===== config.mk =====
export PLATFORM = sky130hd
export DESIGN_NAME = sonuc_toplayici
export DESIGN_NICKNAME = d
export VERILOG_FILES = /design/src/rtl/sonuc_toplayici.sv
export SDC_FILE = /design/constraint.sdc
export NUM_CORES = 1
export LEC_CHECK = 0
export ABC_AREA = 1
export ABC_CLOCK_PERIOD_IN_PS = 3800
export BUFFER_PORTS_ARGS = -buffer_cell sky130_fd_sc_hd__buf_2
export CORE_UTILIZATION = 60
export DETAILED_ROUTE_END_ITERATION = 6
export PLACE_DENSITY = 0.82
export SLEW_MARGIN = 0
export SYNTH_ARGS = -nofsm -noshare
export SYNTH_HDL_FRONTEND = slang
export SYNTH_SLANG_ARGS = --single-unit

===== constraint.sdc =====
create_clock -name clk_i -period 3.8 [get_ports clk_i]
set_clock_uncertainty 0.1 [all_clocks]
set_input_delay 0.19 -clock clk_i [delete_from_list [all_inputs] [get_ports clk_i]]
set_output_delay 0.19 -clock clk_i [all_outputs]
set_load 0.005 [all_outputs]

===== src/rtl/sonuc_toplayici.sv =====
// sonuc_toplayici: sink for the 24-bit result stream; buffers pixels and sends each as R,G,B bytes.
// Optional header bytes ahead of the pixel data are built in when SONUC_BASLIK_EN is defined.
module sonuc_toplayici #(
    parameter int DERINLIK = 8,
    parameter int SAYAC_W  = 17
) (
    input  logic               clk_i,
    input  logic               rst_i,
    input  logic               basla_i,
    input  logic [SAYAC_W-1:0] hedef_i,
    input  logic               etkin_i,
    input  logic [23:0]        pixel_i,
    output logic               stal_o,
    output logic [7:0]         bayt_o,
    output logic               bayt_gecerli_o,
    input  logic               bayt_hazir_i,
    output logic               mesgul_o,
    output logic               bitti_o,
    output logic               hata_o,
    output logic [SAYAC_W-1:0] sayac_o
);
    localparam int AW = $clog2(DERINLIK);
    localparam logic [AW:0]         DOLU  = (AW+1)'(DERINLIK);
    localparam logic [AW:0]         BIR_S = (AW+1)'(1);
    localparam logic [AW-1:0]       BIR_P = AW'(1);
    localparam logic [SAYAC_W-1:0]  BIR_C = SAYAC_W'(1);

`ifdef SONUC_BASLIK_EN
    typedef enum logic [1:0] {BOSTA = 2'd0, BASLIK = 2'd1, VERI = 2'd2} durum_t;

    function automatic logic [7:0] baslik_bayti(input logic [2:0] idx, input logic [23:0] h);
        logic [7:0] b;
        case (idx)
            3'd0:    b = 8'hA5;
            3'd1:    b = {7'b0000000, h[16]};
            3'd2:    b = h[15:8];
            default: b = h[7:0];
        endcase
        return b;
    endfunction
`else
    typedef enum logic [1:0] {BOSTA = 2'd0, VERI = 2'd2} durum_t;
`endif

    durum_t              durum_q, durum_d;
    logic [SAYAC_W-1:0]  hedef_q, hedef_d, kabul_q, kabul_d, sayac_q, sayac_d;
    logic                hata_q, hata_d, bitti_q, bitti_d;
    logic [23:0]         bellek_q [DERINLIK];
    logic [AW-1:0]       yaz_q, yaz_d, oku_q, oku_d;
    logic [AW:0]         sayi_q, sayi_d;
    logic [23:0]         pik_q, pik_d;
    logic [1:0]          sira_q, sira_d;
    logic                pik_v_q, pik_v_d;
    logic [7:0]          bayt_q, bayt_d;
    logic                gecerli_q, gecerli_d, son_q, son_d;
    logic                itme, cek, cikis_bos, bayt_gitti;
`ifdef SONUC_BASLIK_EN
    logic [2:0]          baslik_q, baslik_d;
`endif

    // Stall is a function of registered state only, never of etkin_i.
    always_comb begin
        stal_o = 1'b0;
        if (durum_q == VERI) begin
            stal_o = (sayi_q == DOLU) || (kabul_q == hedef_q);
        end
`ifdef SONUC_BASLIK_EN
        else if (durum_q == BASLIK) begin
            stal_o = 1'b1;
        end
`endif
        else begin
            stal_o = 1'b0;
        end
    end

    assign itme       = (durum_q == VERI) && etkin_i && !stal_o;
    assign cikis_bos  = !gecerli_q || bayt_hazir_i;
    assign bayt_gitti = gecerli_q && bayt_hazir_i;

    // Next state: FIFO, pixel holding stage, byte output stage, counters and run FSM.
    always_comb begin
        durum_d   = durum_q;
        hedef_d   = hedef_q;
        kabul_d   = kabul_q;
        sayac_d   = sayac_q;
        hata_d    = hata_q;
        bitti_d   = 1'b0;
        yaz_d     = yaz_q;
        oku_d     = oku_q;
        sayi_d    = sayi_q;
        pik_d     = pik_q;
        sira_d    = sira_q;
        pik_v_d   = pik_v_q;
        bayt_d    = bayt_q;
        gecerli_d = gecerli_q;
        son_d     = son_q;
        cek       = 1'b0;
`ifdef SONUC_BASLIK_EN
        baslik_d  = baslik_q;
`endif

        // The output register reloads whenever it is empty or its byte leaves this cycle.
        if (cikis_bos) begin
            if (pik_v_q) begin
                case (sira_q)
                    2'd0:    bayt_d = pik_q[23:16];
                    2'd1:    bayt_d = pik_q[15:8];
                    default: bayt_d = pik_q[7:0];
                endcase
                gecerli_d = 1'b1;
                son_d     = (sira_q == 2'd2);
                if (sira_q == 2'd2) begin
                    pik_v_d = 1'b0;
                    sira_d  = 2'd0;
                end else begin
                    sira_d  = sira_q + 2'd1;
                end
            end
`ifdef SONUC_BASLIK_EN
            else if ((durum_q == BASLIK) && (baslik_q != 3'd4)) begin
                bayt_d    = baslik_bayti(baslik_q, 24'(hedef_q));
                gecerli_d = 1'b1;
                son_d     = 1'b0;
                baslik_d  = baslik_q + 3'd1;
            end
`endif
            else begin
                gecerli_d = 1'b0;
                son_d     = 1'b0;
            end
        end else begin
            gecerli_d = gecerli_q;
        end

        // Refill in the same cycle the B byte moves out, so consecutive pixels leave no gap.
        if ((!pik_v_q || (cikis_bos && (sira_q == 2'd2))) && (sayi_q != {(AW+1){1'b0}})) begin
            cek     = 1'b1;
            pik_d   = bellek_q[oku_q];
            sira_d  = 2'd0;
            pik_v_d = 1'b1;
            oku_d   = oku_q + BIR_P;
        end else begin
            cek     = 1'b0;
        end

        if (itme) begin
            yaz_d   = yaz_q + BIR_P;
            kabul_d = kabul_q + BIR_C;
        end else begin
            yaz_d   = yaz_q;
        end

        case ({itme, cek})
            2'b10:   sayi_d = sayi_q + BIR_S;
            2'b01:   sayi_d = sayi_q - BIR_S;
            default: sayi_d = sayi_q;
        endcase

        if (bayt_gitti && son_q) begin
            sayac_d = sayac_q + BIR_C;
        end else begin
            sayac_d = sayac_q;
        end

        case (durum_q)
            BOSTA: begin
                if (basla_i) begin
                    hedef_d = hedef_i;
                    kabul_d = {SAYAC_W{1'b0}};
                    sayac_d = {SAYAC_W{1'b0}};
                    hata_d  = 1'b0;
`ifdef SONUC_BASLIK_EN
                    baslik_d = 3'd0;
                    durum_d  = BASLIK;
`else
                    durum_d  = VERI;
`endif
                end else if (etkin_i) begin
                    hata_d = 1'b1;
                end else begin
                    hata_d = hata_q;
                end
            end
`ifdef SONUC_BASLIK_EN
            BASLIK: begin
                if (bayt_gitti && (baslik_q == 3'd4)) begin
                    durum_d = VERI;
                end else begin
                    durum_d = BASLIK;
                end
            end
`endif
            VERI: begin
                if (sayac_q == hedef_q) begin
                    bitti_d = 1'b1;
                    durum_d = BOSTA;
                end else begin
                    durum_d = VERI;
                end
            end
            default: durum_d = BOSTA;
        endcase
    end

    // State registers with synchronous reset.
    always_ff @(posedge clk_i) begin
        if (rst_i) begin
            durum_q   <= BOSTA;
            hedef_q   <= {SAYAC_W{1'b0}};
            kabul_q   <= {SAYAC_W{1'b0}};
            sayac_q   <= {SAYAC_W{1'b0}};
            hata_q    <= 1'b0;
            bitti_q   <= 1'b0;
            yaz_q     <= {AW{1'b0}};
            oku_q     <= {AW{1'b0}};
            sayi_q    <= {(AW+1){1'b0}};
            pik_q     <= 24'h000000;
            sira_q    <= 2'd0;
            pik_v_q   <= 1'b0;
            bayt_q    <= 8'h00;
            gecerli_q <= 1'b0;
            son_q     <= 1'b0;
`ifdef SONUC_BASLIK_EN
            baslik_q  <= 3'd0;
`endif
        end else begin
            durum_q   <= durum_d;
            hedef_q   <= hedef_d;
            kabul_q   <= kabul_d;
            sayac_q   <= sayac_d;
            hata_q    <= hata_d;
            bitti_q   <= bitti_d;
            yaz_q     <= yaz_d;
            oku_q     <= oku_d;
            sayi_q    <= sayi_d;
            pik_q     <= pik_d;
            sira_q    <= sira_d;
            pik_v_q   <= pik_v_d;
            bayt_q    <= bayt_d;
            gecerli_q <= gecerli_d;
            son_q     <= son_d;
`ifdef SONUC_BASLIK_EN
            baslik_q  <= baslik_d;
`endif
        end
    end

    // FIFO storage; stale entries are harmless because the pointers are cleared on reset.
    always_ff @(posedge clk_i) begin
        if (itme) begin
            bellek_q[yaz_q] <= pixel_i;
        end
    end

    assign bayt_o         = bayt_q;
    assign bayt_gecerli_o = gecerli_q;
    assign mesgul_o       = (durum_q != BOSTA);
    assign bitti_o        = bitti_q;
    assign hata_o         = hata_q;
    assign sayac_o        = sayac_q;
endmodule


==> results.ini <==
[clock_tree]
cts_tree=built
cts_buffer_depth=3
cts-resized-gates=0
root_buffer=clkbuf_16
numCtsBuffers=29
clock-sinks=293
htreeDepth=1
clk_pin_slew_ps=60
insertion_delay_ps=540

[cells_and_area]
antenna_cells=0
stdcell_count=1574
area_growth_pct=16.22
ff_latch_area_sq_mm=0.007789
drive_above_1_share_pct=13.14
fin_util_pct=71.62
nFillCells=1357
multi_input_area_sq_mm=0.003795
fin_nets=1341

[route]
viasPerCell=5.871
drt-total-wl_microns=29560
wl_per_cell_microns=18.78
dr_total_vias=9241
ant_nets=0
drcViolationCount=0
dr.pass1.iters=5
drt_first_iter_violations=900

[sta]
setup_viol=0
worst_slack_ps=763.2
drv_slew=0
hold_viol=0
fmax_mhz=329.3
worst_pin_slew_ps=1065
min_period_ps=3037
tns_ps=0
fin_crit_sh_pct=79.92
slew_headroom_pct=28.89
hold_ws_ps=349.3
grt_setup_unrepaired=no

[place]
gp_congestion=0.9387
dp_cells=1475
port_buffers=75
place_ws_ps=836.5
dpl.hpwl_microns=17950

[logic_synthesis]
synth_flop_cell=edfxtp_1
yosysTopAreaCell=edfxtp_1
avgSynthCellArea_sq_um=10.32
synth_warnings=0
synthesis.area_sq_mm=0.01211
synth.area.top_cells=edfxtp_1 (48%), dfxtp_1 (17%), nand2_1 (5.4%)
ys_ff_latch=293
synth_edf_count=192
async_reset_ff_share_pct=0
netlist_instances=1174
synth_top_area_share_pct=47.60
seq_area_frac_synth_pct=64.30
synth_nets=1228
synth_cell_type_count=40

[floorplanning]
core-area_sq_mm=0.01965
initial_core_util_pct=61.62
rows=51
die_x_microns=144.1
dieArea_sq_mm=0.02076
die_y_microns=144.1
io_pins=76

[global_route]
grt_overflow=0
grt_pass1_vias=8807
grt.total_usage_pct=29.07
grt_max_degree=98
antenna_found_initial=0
grt_pass1_wl_microns=45840

[flow_run]
drv_cap=0

[setup_path]
reg2regPathDepth=11
cp-endpoint=bellek_q[7][20]
r2r-end=bellek_q[7][20]
critPathRequiredTime_ps=3910
reg2reg_slack_ps=760
worst_ep_arrival_time_ps=3150
path_class=register to register
worst_setup_path_start_kind=register
r2r_start=kabul_q[0]
startpoint=kabul_q[0]
endpoint_kind=register
path_max_fanout=25

[power_and_ir_drop]
peakVddDrop_mv=0.4819
leakage_nw=5.091
cellPowerDensity_mw_per_mm2=582.0

[run_status]
status=finished clean

[worst_hold_path]
min_path_type=primary input to register

worst min-delay path by stage:
| stage | start | endpoint | slack (ps) | cells after the start |
|---|---|---|---|---|
| global placement | hedef_i[9] | hedef_q[9] | 330 | 3 |
| global route | hedef_i[9] | hedef_q[9] | 370 | 4 |
| floorplan | pixel_i[0] | bellek_q[0][0] | 190 | 0 |
| finish | pixel_i[0] | bellek_q[1][0] | 350 | 2 |
| detailed placement | hedef_i[9] | hedef_q[9] | 330 | 3 |
| CTS | pixel_i[0] | bellek_q[1][0] | 330 | 2 |
through the flow:
stage,area (sq um),total power (W)
3_3_place_gp,12750,0.005500
3_5_place_dp,12750,0.005570
6_report,14080,0.008192
5_1_grt,14080,0.008546
2_1_floorplan,12110,0.005060
4_1_cts,14080,0.008164
kinds of logic after synthesis:
kind of cell / count (synthesis) / share of synthesized area (%)
simple gates: 452 / 15.97
flops: 293 / 64.30
compound gates: 260 / 12.57
buf+inv: 137 / 4.535
xor+xnor: 24 / 1.736
fa+ha+maj: 8 / 0.8884
what timing repair did:
| item | 4_1_cts | 5_1_grt |
|---|---|---|
| hold buffers | 46 | 0 |
| setup buffers | 0 | 0 |
| hold endpoints to repair | 222 | 0 |
state kept, by name, indices dropped and copies added (netlist names), 2 cells and up:
register,count
sayi_q,4
pik_q,24
bayt_o,8
hedef_q,17
yaz_q,3
bellek_q,192
kabul_q,17
sira_q,2
sayac_o,17
oku_q,3
critical path, cell delays in order, from the launching register on:
cell	delay (ps)
dfxtp_1	400
inv_1	80
nand2_1	70
nand2_1	40
nand3_1	90
nor2_1	60
nand3_2	130
nand3_4	260
inv_1	420
nand2_1	280
nor2_2	360
buf_4	400
per-layer routing:
metal	track usage [%]	share of wire, %	vias to the layer above
met5	0	0	-
met4	9.742	2.6	0
met3	5.132	8.8	75
met2	46.99	46	467
met1	39.89	42	4335
li1	-	-	4364
Yosys cell counts, drive strengths merged (7+ instances only):
cell type / count
edfxtp: 192
a21oi: 52
clkbuf: 43
nand4: 10
xnor2: 9
o22ai: 7
ha: 7
xor2: 15
buf: 14
dfxtp: 101
nor2: 177
o21ai: 138
a31oi: 9
inv: 76
nand2: 178
nand3: 71
o221ai: 48
nor3: 10
area by class of cell:
class / count / share of cell area, %
Multi-Input combinational cell: 744 / 26.96
Timing Repair Buffer: 139 / 7.076
Inverter: 80 / 2.133
Tap cell: 265 / 2.356
Sequential cell: 293 / 55.33
Clock inverter: 17 / 0.6489
Clock buffer: 36 / 5.493
layout by cell type (no fill, tap or decap), types with 2 or more instances in the layout:
cell type and instances:
inv_2 7, o21ai_0 131, buf_12 2, a211oi_1 2, a21oi_1 51, nand3_1 67, edfxtp_1 192, nand2_1 175
buf_2 75, nor2_4 3, buf_4 16, clkbuf_16 29, clkbuf_8 2, o21ai_1 7, nor2_1 161, clkinv_1 10
nor2_2 13, a31oi_1 9, dfxtp_1 100, o22ai_1 7, nand2_2 2, inv_1 70, dlygate4sd3_1 46, o221ai_1 48
clkinvlp_4 3, ha_1 7, nand3_2 3, clkinv_2 5, nor4_1 4, nand4_1 10, clkbuf_1 4, nor3_1 6
xnor2_1 9, nor3_2 4, xor2_1 15
where the power goes:
group / total, W / switching, W / leakage [nW] / internal [W]
clock network: 0.00260 / 0.00117 / 0.420 / 0.00144
logic: 0.00181 / 0.00125 / 2.11 / 0.000558
registers: 0.00378 / 0.000143 / 2.56 / 0.00363
total: 0.00819 / 0.00256 / 5.09 / 0.00563
Power figures use the tool's default switching activity.
